File: config.mk
export PLATFORM = sky130hd
export DESIGN_NAME = tdc_thermo_decoder
export DESIGN_NICKNAME = d
export VERILOG_FILES = /design/src/rtl/tdc_thermo_decoder.sv
export SDC_FILE = /design/constraint.sdc
export NUM_CORES = 1
export LEC_CHECK = 0
export CAP_MARGIN = 25
export CORE_MARGIN = 2
export CORE_UTILIZATION = 45
export DETAILED_ROUTE_END_ITERATION = 7
export PLACE_DENSITY_LB_ADDON = 0.2
export SLEW_MARGIN = 20
export SYNTH_ARGS = -nofsm -noshare
export SYNTH_HDL_FRONTEND = slang
export SYNTH_SLANG_ARGS = --single-unit
File: constraint.sdc
create_clock -name clk -period 7.25 [get_ports clk]
set_input_delay 1.45 -clock clk [delete_from_list [all_inputs] [get_ports clk]]
set_output_delay 1.45 -clock clk [all_outputs]
set_load 0.01 [all_outputs]
File: src/rtl/tdc_thermo_decoder.sv
// Thermometer-code reader for a tapped-delay-line TDC channel.
// Registers the raw tap sample, bubble-corrects it and detects the HIT
// leading edge. Each hit produces one {coarse, fine} timestamp on a
// single-entry valid/ready output. A hit that arrives while the previous
// timestamp is still waiting is dropped, pulses missed and sets sticky ovf.
module tdc_thermo_decoder #(
    parameter int NTAPS    = 64,
    parameter int FINE_W   = 7,
    parameter int COARSE_W = 16
) (
    input  logic                clk,
    input  logic                clr,
    input  logic [NTAPS-1:0]    Q,
    input  logic                enable,
    output logic                ts_valid,
    input  logic                ts_ready,
    output logic [COARSE_W-1:0] ts_coarse,
    output logic [FINE_W-1:0]   ts_fine,
    output logic                missed,
    output logic                ovf
);

    typedef enum logic {
        WAIT_LOW = 1'b0,
        ARMED    = 1'b1
    } state_t;

    logic [COARSE_W-1:0] coarse_reg;
    logic [NTAPS-1:0]    s_reg;
    logic [COARSE_W-1:0] cnt1_reg;
    logic [NTAPS-1:0]    c_next;
    logic [NTAPS-1:0]    c_reg;
    logic [COARSE_W-1:0] cnt2_reg;
    // fill_reg[1] is set once the correction stage holds a real sample
    // rather than the zeros left behind by clr.
    logic [1:0]          fill_reg;
    state_t              state_reg;
    state_t              state_next;
    logic [FINE_W-1:0]   fine;
    logic                hit;
    logic                load;
    logic                drop;
    logic                ts_valid_reg;
    logic [COARSE_W-1:0] ts_coarse_reg;
    logic [FINE_W-1:0]   ts_fine_reg;
    logic                missed_reg;
    logic                ovf_reg;

    // Free-running coarse time base; wraps silently.
    always_ff @(posedge clk) begin
        if (clr) begin
            coarse_reg <= '0;
        end else begin
            coarse_reg <= coarse_reg + 1'b1;
        end
    end

    // Bubble correction: end taps pass through, interior taps take the
    // 3-tap majority so a single flipped bit near the edge is repaired.
    assign c_next[0]       = s_reg[0];
    assign c_next[NTAPS-1] = s_reg[NTAPS-1];
    generate
        for (genvar gi = 1; gi < NTAPS - 1; gi++) begin : g_bubble
            assign c_next[gi] = (s_reg[gi-1] & s_reg[gi])
                              | (s_reg[gi]   & s_reg[gi+1])
                              | (s_reg[gi-1] & s_reg[gi+1]);
        end
    endgenerate

    // Two pipeline stages: raw sample, then corrected code, with the
    // coarse count travelling alongside.
    always_ff @(posedge clk) begin
        if (clr) begin
            s_reg    <= '0;
            cnt1_reg <= '0;
            c_reg    <= '0;
            cnt2_reg <= '0;
            fill_reg <= '0;
        end else begin
            s_reg    <= Q;
            cnt1_reg <= coarse_reg;
            c_reg    <= c_next;
            cnt2_reg <= cnt1_reg;
            fill_reg <= {fill_reg[0], 1'b1};
        end
    end

    // Fine time is the number of taps the edge has passed.
    always_comb begin
        fine = '0;
        for (int i = 0; i < NTAPS; i++) begin
            fine = fine + FINE_W'(c_reg[i]);
        end
    end

    // Detector state register.
    always_ff @(posedge clk) begin
        if (clr) begin
            state_reg <= WAIT_LOW;
        end else begin
            state_reg <= state_next;
        end
    end

    // Edge detector. Only a low-to-high transition of tap 0 seen while
    // enabled is a hit; an edge that goes by while disabled is consumed so
    // that enabling during a long HIT does not fabricate an event.
    always_comb begin
        state_next = state_reg;
        hit        = 1'b0;
        if (fill_reg[1]) begin
            case (state_reg)
                WAIT_LOW: begin
                    if (!c_reg[0]) begin
                        state_next = ARMED;
                    end
                end
                ARMED: begin
                    if (c_reg[0]) begin
                        hit        = enable;
                        state_next = WAIT_LOW;
                    end
                end
                default: state_next = WAIT_LOW;
            endcase
        end
    end

    assign load = hit && (!ts_valid_reg || ts_ready);
    assign drop = hit && ts_valid_reg && !ts_ready;

    // Single-entry output holding register with overflow reporting.
    always_ff @(posedge clk) begin
        if (clr) begin
            ts_valid_reg  <= 1'b0;
            ts_coarse_reg <= '0;
            ts_fine_reg   <= '0;
            missed_reg    <= 1'b0;
            ovf_reg       <= 1'b0;
        end else begin
            if (load) begin
                ts_valid_reg  <= 1'b1;
                ts_coarse_reg <= cnt2_reg;
                ts_fine_reg   <= fine;
            end else if (ts_valid_reg && ts_ready) begin
                ts_valid_reg  <= 1'b0;
            end
            missed_reg <= drop;
            if (drop) begin
                ovf_reg <= 1'b1;
            end
        end
    end

    assign ts_valid  = ts_valid_reg;
    assign ts_coarse = ts_coarse_reg;
    assign ts_fine   = ts_fine_reg;
    assign missed    = missed_reg;
    assign ovf       = ovf_reg;

endmodule

==> metrics.md, run 1 <==
| Metric | Value |
|---|---|
| Status | `complete, no violations` |
| Mean Syn Cell Area | `9.95 um^2` |
| Worst-margin pin slew | `0.776 ns` |
| Area grow syn2layout | `22.9%` |
| Slew margin rel. | `0.483` |
| Clk pin slew, worst setup/hold paths | `0.06 ns` |
| TritonCTS clock tree | `done` |
| Async SR Flop Fraction | `0` |
| Via count | `5,296` |
| TNS Setup | `0 ns` |
| Slowest-stage cell, CP | `fa_1` |
| Top fanout value on the critical path | `3` |
| CP max stage delay | `0.57 ns` |
| Post-DR vias/cell | `4.65` |
| Worst-case clock buffer depth | `3` |
| R2R Setup Slk | `1.26 ns` |
| WL/cell | `12.2 um` |
| DRT antenna net count | `0` |
| Largest family of logic cells by synthesized area | `simple AND/OR/NAND/NOR gates` |
| Setup Fix Bufs, Post-CTS | `0` |
| Netlist Area Pre-Place | `8040 um^2` |
| HPWL Detailed | `9.68 mm` |
| Ant. Diodes | `0` |
| Number of remaining DRC errors | `0` |
| Die width | `138 um` |
| Buffers added on ports | `93` |
| # Max-Cap Violations | `0` |
| Full die area | `19,000 um^2` |
| Post-Synth Simple-Gate Area | `0.160` |
| Maximum clock frequency | `0.167 GHz` |
| First-pass GRT wire length | `23.3 mm` |
| Final hold violation count | `0` |
| Root Buffer | `clkbuf_16` |
| Sequential area share after synthesis | `0.510` |
| Cell area power density | `290 nW/um^2` |
| Final period demand of the worst path | `5.99 ns` |
| Routed wire length | `14.0 mm` |
| Starting density of the core | `0.463` |
| Final hold slack | `0.430 ns` |
| Std cell rows | `48` |
| Reg-to-Reg End | `ts_fine[6]` |
| Layout cells sized above 1 | `0.0470` |
| Adder-cell share of the synthesized area | `0.159` |
| Overall Global Routing Usage | `0.154` |
| First-pass DRT Iterations | `4` |
| CORE AREA | `17,400 um^2` |
| Post-CTS Resized | `0` |
| Worst-skew pair later-pin latency | `0.49 ns` |
| P_leak | `0.00392 uW` |
| Post-synthesis compound-gate area fraction | `0.106` |
| Final worst-path cycle share | `0.826` |
| Synth area leaders | `dfxtp_1 (51%), fa_1 (13%), nor2b_1 (7.9%)` |
| IO Count | `94` |
| Critical Path Source | `c_reg[0]` |
| Data arrival time of the worst path | `6.37 ns` |
| Antenna violations before repair | `0` |
| Cells after Synth | `808` |
| RSZ-0062 raised after global routing | `no` |
| Vias in the first global route | `4,911` |
| GRT overflow | `0` |
| Nets | `1,039` |
| Initial DRC Count | `242` |
| Cells on worst reg2reg path | `17` |
| Clock skew | `0.00501 ns` |
| Synth warn | `0` |
| Worst setup path endpoint | `ts_fine[6]` |
| Mux cell area share after synthesis | `0.00420` |
| CP cell instances | `inv_1 > fa_1 > inv_1 > fa_1 > fa_1 > fa_1 > fa_1 > fa_1 > fa_1 > inv_1 > fa_1 > inv_1 > fa_1 > a211o_1 > a21oi_1 > nor2b_1 > o31a_1` |
| Hold Buf Count CTS | `0` |
| Post-Syn Nets | `946` |
| Post-synthesis cell type count | `36` |
| Cell taking the most area after synthesis | `dfxtp_1` |
| # setup viols final | `0` |
| GPL Wtd Cong | `0.776` |
| Post-synth EDFFs | `0` |
| CP endpoint kind | `flop` |
| Share of the synthesized area in the top cell type | `0.510` |
| VDD IR max | `0.230 mV` |
| R2R Path Start | `c_reg[0]` |
| Kind of critical path | `flop to flop` |
| Largest net degree at the start of global routing | `116` |
| Die Ht | `138 um` |
| #FFs+latches synth | `205` |
| Main synth FF type | `dfxtp_1` |
| Worst Setup Start Kind | `flop` |
| CTS H-tree depth | `1` |
| CTS Buf Count | `22` |
| Max-slew violation count | `0` |
| XOR/XNOR share of the synthesized area | `0.0120` |
| Hold Path Class | `flop to flop` |
| Req. time, crit path | `7.63 ns` |
| Most frequent CP cell | `fa_1` |
| CTS sink cnt | `205` |
[worst max-delay path, delay by kind of cell, from the launching register on]
kind | cells | cell delay (ns)
AO/OA/AOI/OAI | 3 | 0.66
buffers and inverters | 4 | 0.26
flip-flops | 1 | 0.35
AND/OR/NAND/NOR | 1 | 0.06
adder cells (fa/ha/maj) | 9 | 4.58
[cells in the final DEF, fill, tap and decap left out, types with 7 or more instances in the layout]
cell / instances
a21oi_1: 84
clkbuf_16: 23
clkbuf_8: 7
clkdlybuf4s50_1: 92
dfxtp_1: 205
fa_1: 54
ha_1: 16
inv_1: 74
nand2_1: 104
nand3_1: 9
nand4_1: 7
nor2_1: 21
nor2b_1: 101
o21ai_0: 63
[metal layers]
metal / GRT usage / vias to the layer above / wire length (um)
met5: 0 / - / 0
met4: 0.0407 / 0 / 263
met3: 0.0346 / 27 / 742
met2: 0.230 / 90 / 5970
met1: 0.224 / 2411 / 6980
li1: - / 2768 / -
[logic make-up after synthesis]
group / count (synthesis)
flip-flops: 205
XOR/XNOR: 11
multiplexers: 3
AND/OR/NAND/NOR: 256
adder cells (fa/ha/maj): 70
AO/OA/AOI/OAI: 162
buffers and inverters: 101
[worst min-delay path by stage]
stage            startpoint            to  slack [ns]  cells past startpoint
2_1_floorplan   cnt1_reg[0]   cnt2_reg[0]        0.41                      1
3_3_place_gp   cnt1_reg[12]  cnt2_reg[12]        0.42                      1
3_5_place_dp    fill_reg[0]   fill_reg[1]        0.42                      1
4_1_cts         cnt2_reg[4]  ts_coarse[4]        0.44                      2
5_1_grt         cnt2_reg[4]  ts_coarse[4]        0.45                      2
6_report        cnt2_reg[4]  ts_coarse[4]        0.43                      2
[cell usage after synthesis, drive strengths merged (3+ instances only)]
library cell  count
nor3              3
a21oi            84
nand2           105
nand3             9
o21ai            63
mux2              3
and4              3
fa               54
nand4             7
ha               16
a211oi            3
nor2             21
nor2b           101
clkbuf           16
xnor2             6
xor2              5
inv              74
nand2b            3
dfxtp           205
buf              11
[where the power goes]
group | leakage, uW | total [uW] | switching, uW | internal, uW
sequential | 0.00168 | 1190 | 28.8 | 1170
combinational | 0.00189 | 610 | 334 | 277
clock | 0.000344 | 1060 | 415 | 649
total | 0.00392 | 2870 | 778 | 2090
[layout make-up]
cell class              count  area (um^2)
multi-input cells         502         3550
fillers                  1527         7470
clock inverters             3         20.0
clock buffers              35          691
well taps                 225          282
repair buffers             96          958
flip-flops and latches    205         4100
inverters                  74          278
[stage by stage]
step	area, um^2	std cells	setup slack [ns]	util	power [uW]
6_report	9890	1140	1.26	0.570	2870
5_1_grt	9890	1140	1.02	0.570	3070
4_1_cts	9870	1139	1.23	0.569	2920
3_5_place_dp	9160	1101	1.27	0.528	1830
3_3_place_gp	9160	1101	1.34	0.528	1820
2_1_floorplan	8040	808	1.46	-	1690
Note: power is estimated with default switching activity, not from simulation.
==> inputs of run 2 (changes only) <==
Clock period 7.25 ns to 5.7 ns, I/O delays scaled along.
==> run 2 against run 1 <==
  * The run now ends with negative setup slack left
  * Sequential share of layout area down 0.50 points
  * Global-route usage is 0.30 points higher
  * Combinational power increased by 54%
  * Setup slack lost 1.4 ns
  * Critical endpoint unchanged
  * Largest power group unchanged
  * Highest routed layer unchanged
==> metrics.md, run 2 (synthesized netlist as in run 1, its figures left out) <==
| Metric | Value |
|---|---|
| Maximum clock frequency | `0.170 GHz (+2.0%)` |
| Number of remaining DRC errors | `0 (unchanged)` |
| CP endpoint kind | `flop` |
| First-pass DRT Iterations | `4 (unchanged)` |
| Vias in the first global route | `5,112 (+4.1%)` |
| CTS Buf Count | `23 (+4.5%)` |
| Commonest non-fill, non-tap cells in the layout | `dfxtp_1 (203), nand2_1 (104), nor2b_1 (101)` |
| Overall Global Routing Usage | `0.157 (+0.00305)` |
| Cell area power density | `392 nW/um^2 (+35%)` |
| Final period demand of the worst path | `5.87 ns (-0.116 ns)` |
| First-pass GRT wire length | `23.9 mm (+2.6%)` |
| VDD IR max | `0.321 mV (+40%)` |
| Worst-skew pair later-pin latency | `0.50 ns (about the same)` |
| RSZ-0062 raised after global routing | `yes` |
| Buffers added on ports | `93 (unchanged)` |
| Worst Setup Start Kind | `flop` |
| # Max-Cap Violations | `0 (unchanged)` |
| Worst-case clock buffer depth | `3 (unchanged)` |
| Final hold violation count | `0 (unchanged)` |
| IO Count | `94 (unchanged)` |
| Clk pin slew, worst setup/hold paths | `0.06 ns (about the same)` |
| R2R Path Start | `c_reg[47]` |
| Clock skew | `0.0172 ns (+0.0122 ns)` |
| Die Ht | `138 um (unchanged)` |
| Final worst-path cycle share | `1.03 (+0.204)` |
| Hold path startpoint | `cnt2_reg[5]` |
| Clk pwr share | `0.374 (+0.003)` |
| Req. time, crit path | `6.08 ns (-1.55 ns)` |
| HPWL Detailed | `9.93 mm (+2.6%)` |
| Post-DR vias/cell | `4.68 (+0.79%)` |
| R2R Setup Slk | `-0.17 ns (-1.43 ns)` |
| TritonCTS clock tree | `done` |
| Starting density of the core | `0.463 (unchanged)` |
| Via count | `5,366 (+1.3%)` |
| Net Sw Frac | `0.267 (-0.00373)` |
| Std cell rows | `48 (unchanged)` |
| Final worst slack | `-0.173 ns (-1.43 ns)` |
| Largest net degree at the start of global routing | `106 (-8.6%)` |
| Top fanout value on the critical path | `3 (unchanged)` |
| FILL cells | `1,501 (-1.7%)` |
| WL/cell | `12.6 um (+2.6%)` |
| Sequential share of power | `0.387 (-0.029)` |
| GPL Wtd Cong | `0.769 (-0.93%)` |
| Slew margin rel. | `0.308 (-0.175)` |
| GRT overflow | `0 (unchanged)` |
| Final core utilization | `0.577 (+0.00728)` |
| Antenna violations before repair | `0 (unchanged)` |
| Area grow syn2layout | `24.5%` |
| Worst hold stages | `2 (unchanged)` |
| Pre-CTS setup slack | `-0.191 ns (-1.46 ns)` |
| CTS sink cnt | `205 (unchanged)` |
| TNS Setup | `-0.353 ns (-0.353 ns)` |
| Pint | `2880 uW (+38%)` |
| Hold-critical path endpoint | `ts_coarse[5]` |
| P_leak | `0.00396 uW (+1.2%)` |
| Ant. Diodes | `0 (unchanged)` |
| CTS H-tree depth | `1 (unchanged)` |
| Kind of critical path | `flop to flop` |
| Initial DRC Count | `248 (+2.5%)` |
| Psw | `1050 uW (+35%)` |
| Max-slew violation count | `0 (unchanged)` |
| DRT antenna net count | `0 (unchanged)` |
| Full die area | `19,000 um^2 (unchanged)` |
| Status | `finished with violations` |
| Cells on worst reg2reg path | `20 (+3)` |
| Die width | `138 um (unchanged)` |
| Layout cells sized above 1 | `0.0695 (+0.0225)` |
| Reg-to-Reg End | `ts_fine[6]` |
| Routed wire length | `14.4 mm (+3.1%)` |
| Data arrival time of the worst path | `6.26 ns (-0.11 ns)` |
| Most common cell after layout, fill and taps aside | `dfxtp_1` |
| Hold Path Class | `flop to flop` |
| CORE AREA | `17,400 um^2 (unchanged)` |
| Root Buffer | `clkbuf_16` |
| Worst-margin pin slew | `1.03 ns (+0.258 ns)` |
| Nets | `1,044 (+0.48%)` |
| # setup viols final | `3 (+3)` |
| Logic pwr share | `0.239 (+0.026)` |
| Hold Buf Count CTS | `0 (unchanged)` |
| Failing checks | `negative setup slack` |
## run 2: cell count changes in the layout (fill, tap and decap cells not counted), moves of 4 or more
cell	delta
inv_2	+4
fa_2	+4
buf_4	+4
inv_1	-4
fa_1	-4
## run 2: power by group through the flow
stage,combinational (uW),sequential (uW),clock (uW)
finish,940,1520,1470
global route,1090,1530,1560
CTS,894,1520,1500
detailed placement,888,1550,0
global placement,862,1550,0
floorplan,613,1540,0
## run 2: timing repair
item	CTS	global route
resized for setup	2	14
endpoints found under the setup margin	4	6
pin swaps	5	7
setup buffers	0	1
## run 2: layout make-up
| class | instances | area (um^2) | share of cell area |
|---|---|---|---|
| Clock buffer | 33 | 653 | 0.0652 |
| Clock inverter | 7 | 114 | 0.0114 |
| Inverter | 74 | 278 | 0.0277 |
| Multi-Input combinational cell | 502 | 3590 | 0.359 |
| Sequential cell | 205 | 4110 | 0.410 |
| Tap cell | 225 | 282 | 0.0281 |
| Timing Repair Buffer | 100 | 988 | 0.0987 |
## run 2: through the flow
stage                     power (uW)  area (um^2)  hold WS (ns)  std cells
after floorplan                 2150         8040         0.414        808
after global placement          2410         9190         0.419       1105
after detailed placement        2440         9190         0.422       1105
after CTS                       3920         9970         0.435       1145
after global routing            4170        10000         0.445       1146
final                           3930        10000         0.430       1146
## run 2: how the worst max path moves through the flow
stage / start / depth (start not counted) / to / slack (ns)
after floorplan: c_reg[0] / 17 / ts_fine[6] / 0.009
after global placement: c_reg[0] / 18 / ts_fine[6] / -0.1
after detailed placement: c_reg[47] / 20 / ts_fine[6] / -0.19
after CTS: c_reg[47] / 20 / ts_fine[6] / -0.16
after global routing: c_reg[47] / 20 / ts_fine[6] / -0.33
final: c_reg[47] / 20 / ts_fine[6] / -0.17
## run 2: worst max-delay path, cell delays in order, from the launching register on
cell     delay [ns]
dfxtp_2        0.32
inv_2          0.03
fa_1           0.54
inv_2          0.04
fa_2           0.53
inv_2          0.04
fa_1           0.47
inv_1          0.05
fa_1           0.54
fa_1           0.43
fa_1           0.49
inv_1          0.05
fa_1           0.44
fa_1           0.49
inv_1          0.04
ha_2           0.18
fa_2           0.37
a211o_1        0.30
a21oi_2        0.12
nor2b_1        0.05
o31a_1         0.23
## run 2: routing by layer
metal	share of wire	wire length, um	track usage	vias up
li1	-	-	-	2776
met1	0.49	7060	0.221	2471
met2	0.44	6400	0.247	94
met3	0.045	644	0.0320	25
met4	0.020	293	0.0395	0
met5	0	0	0	-
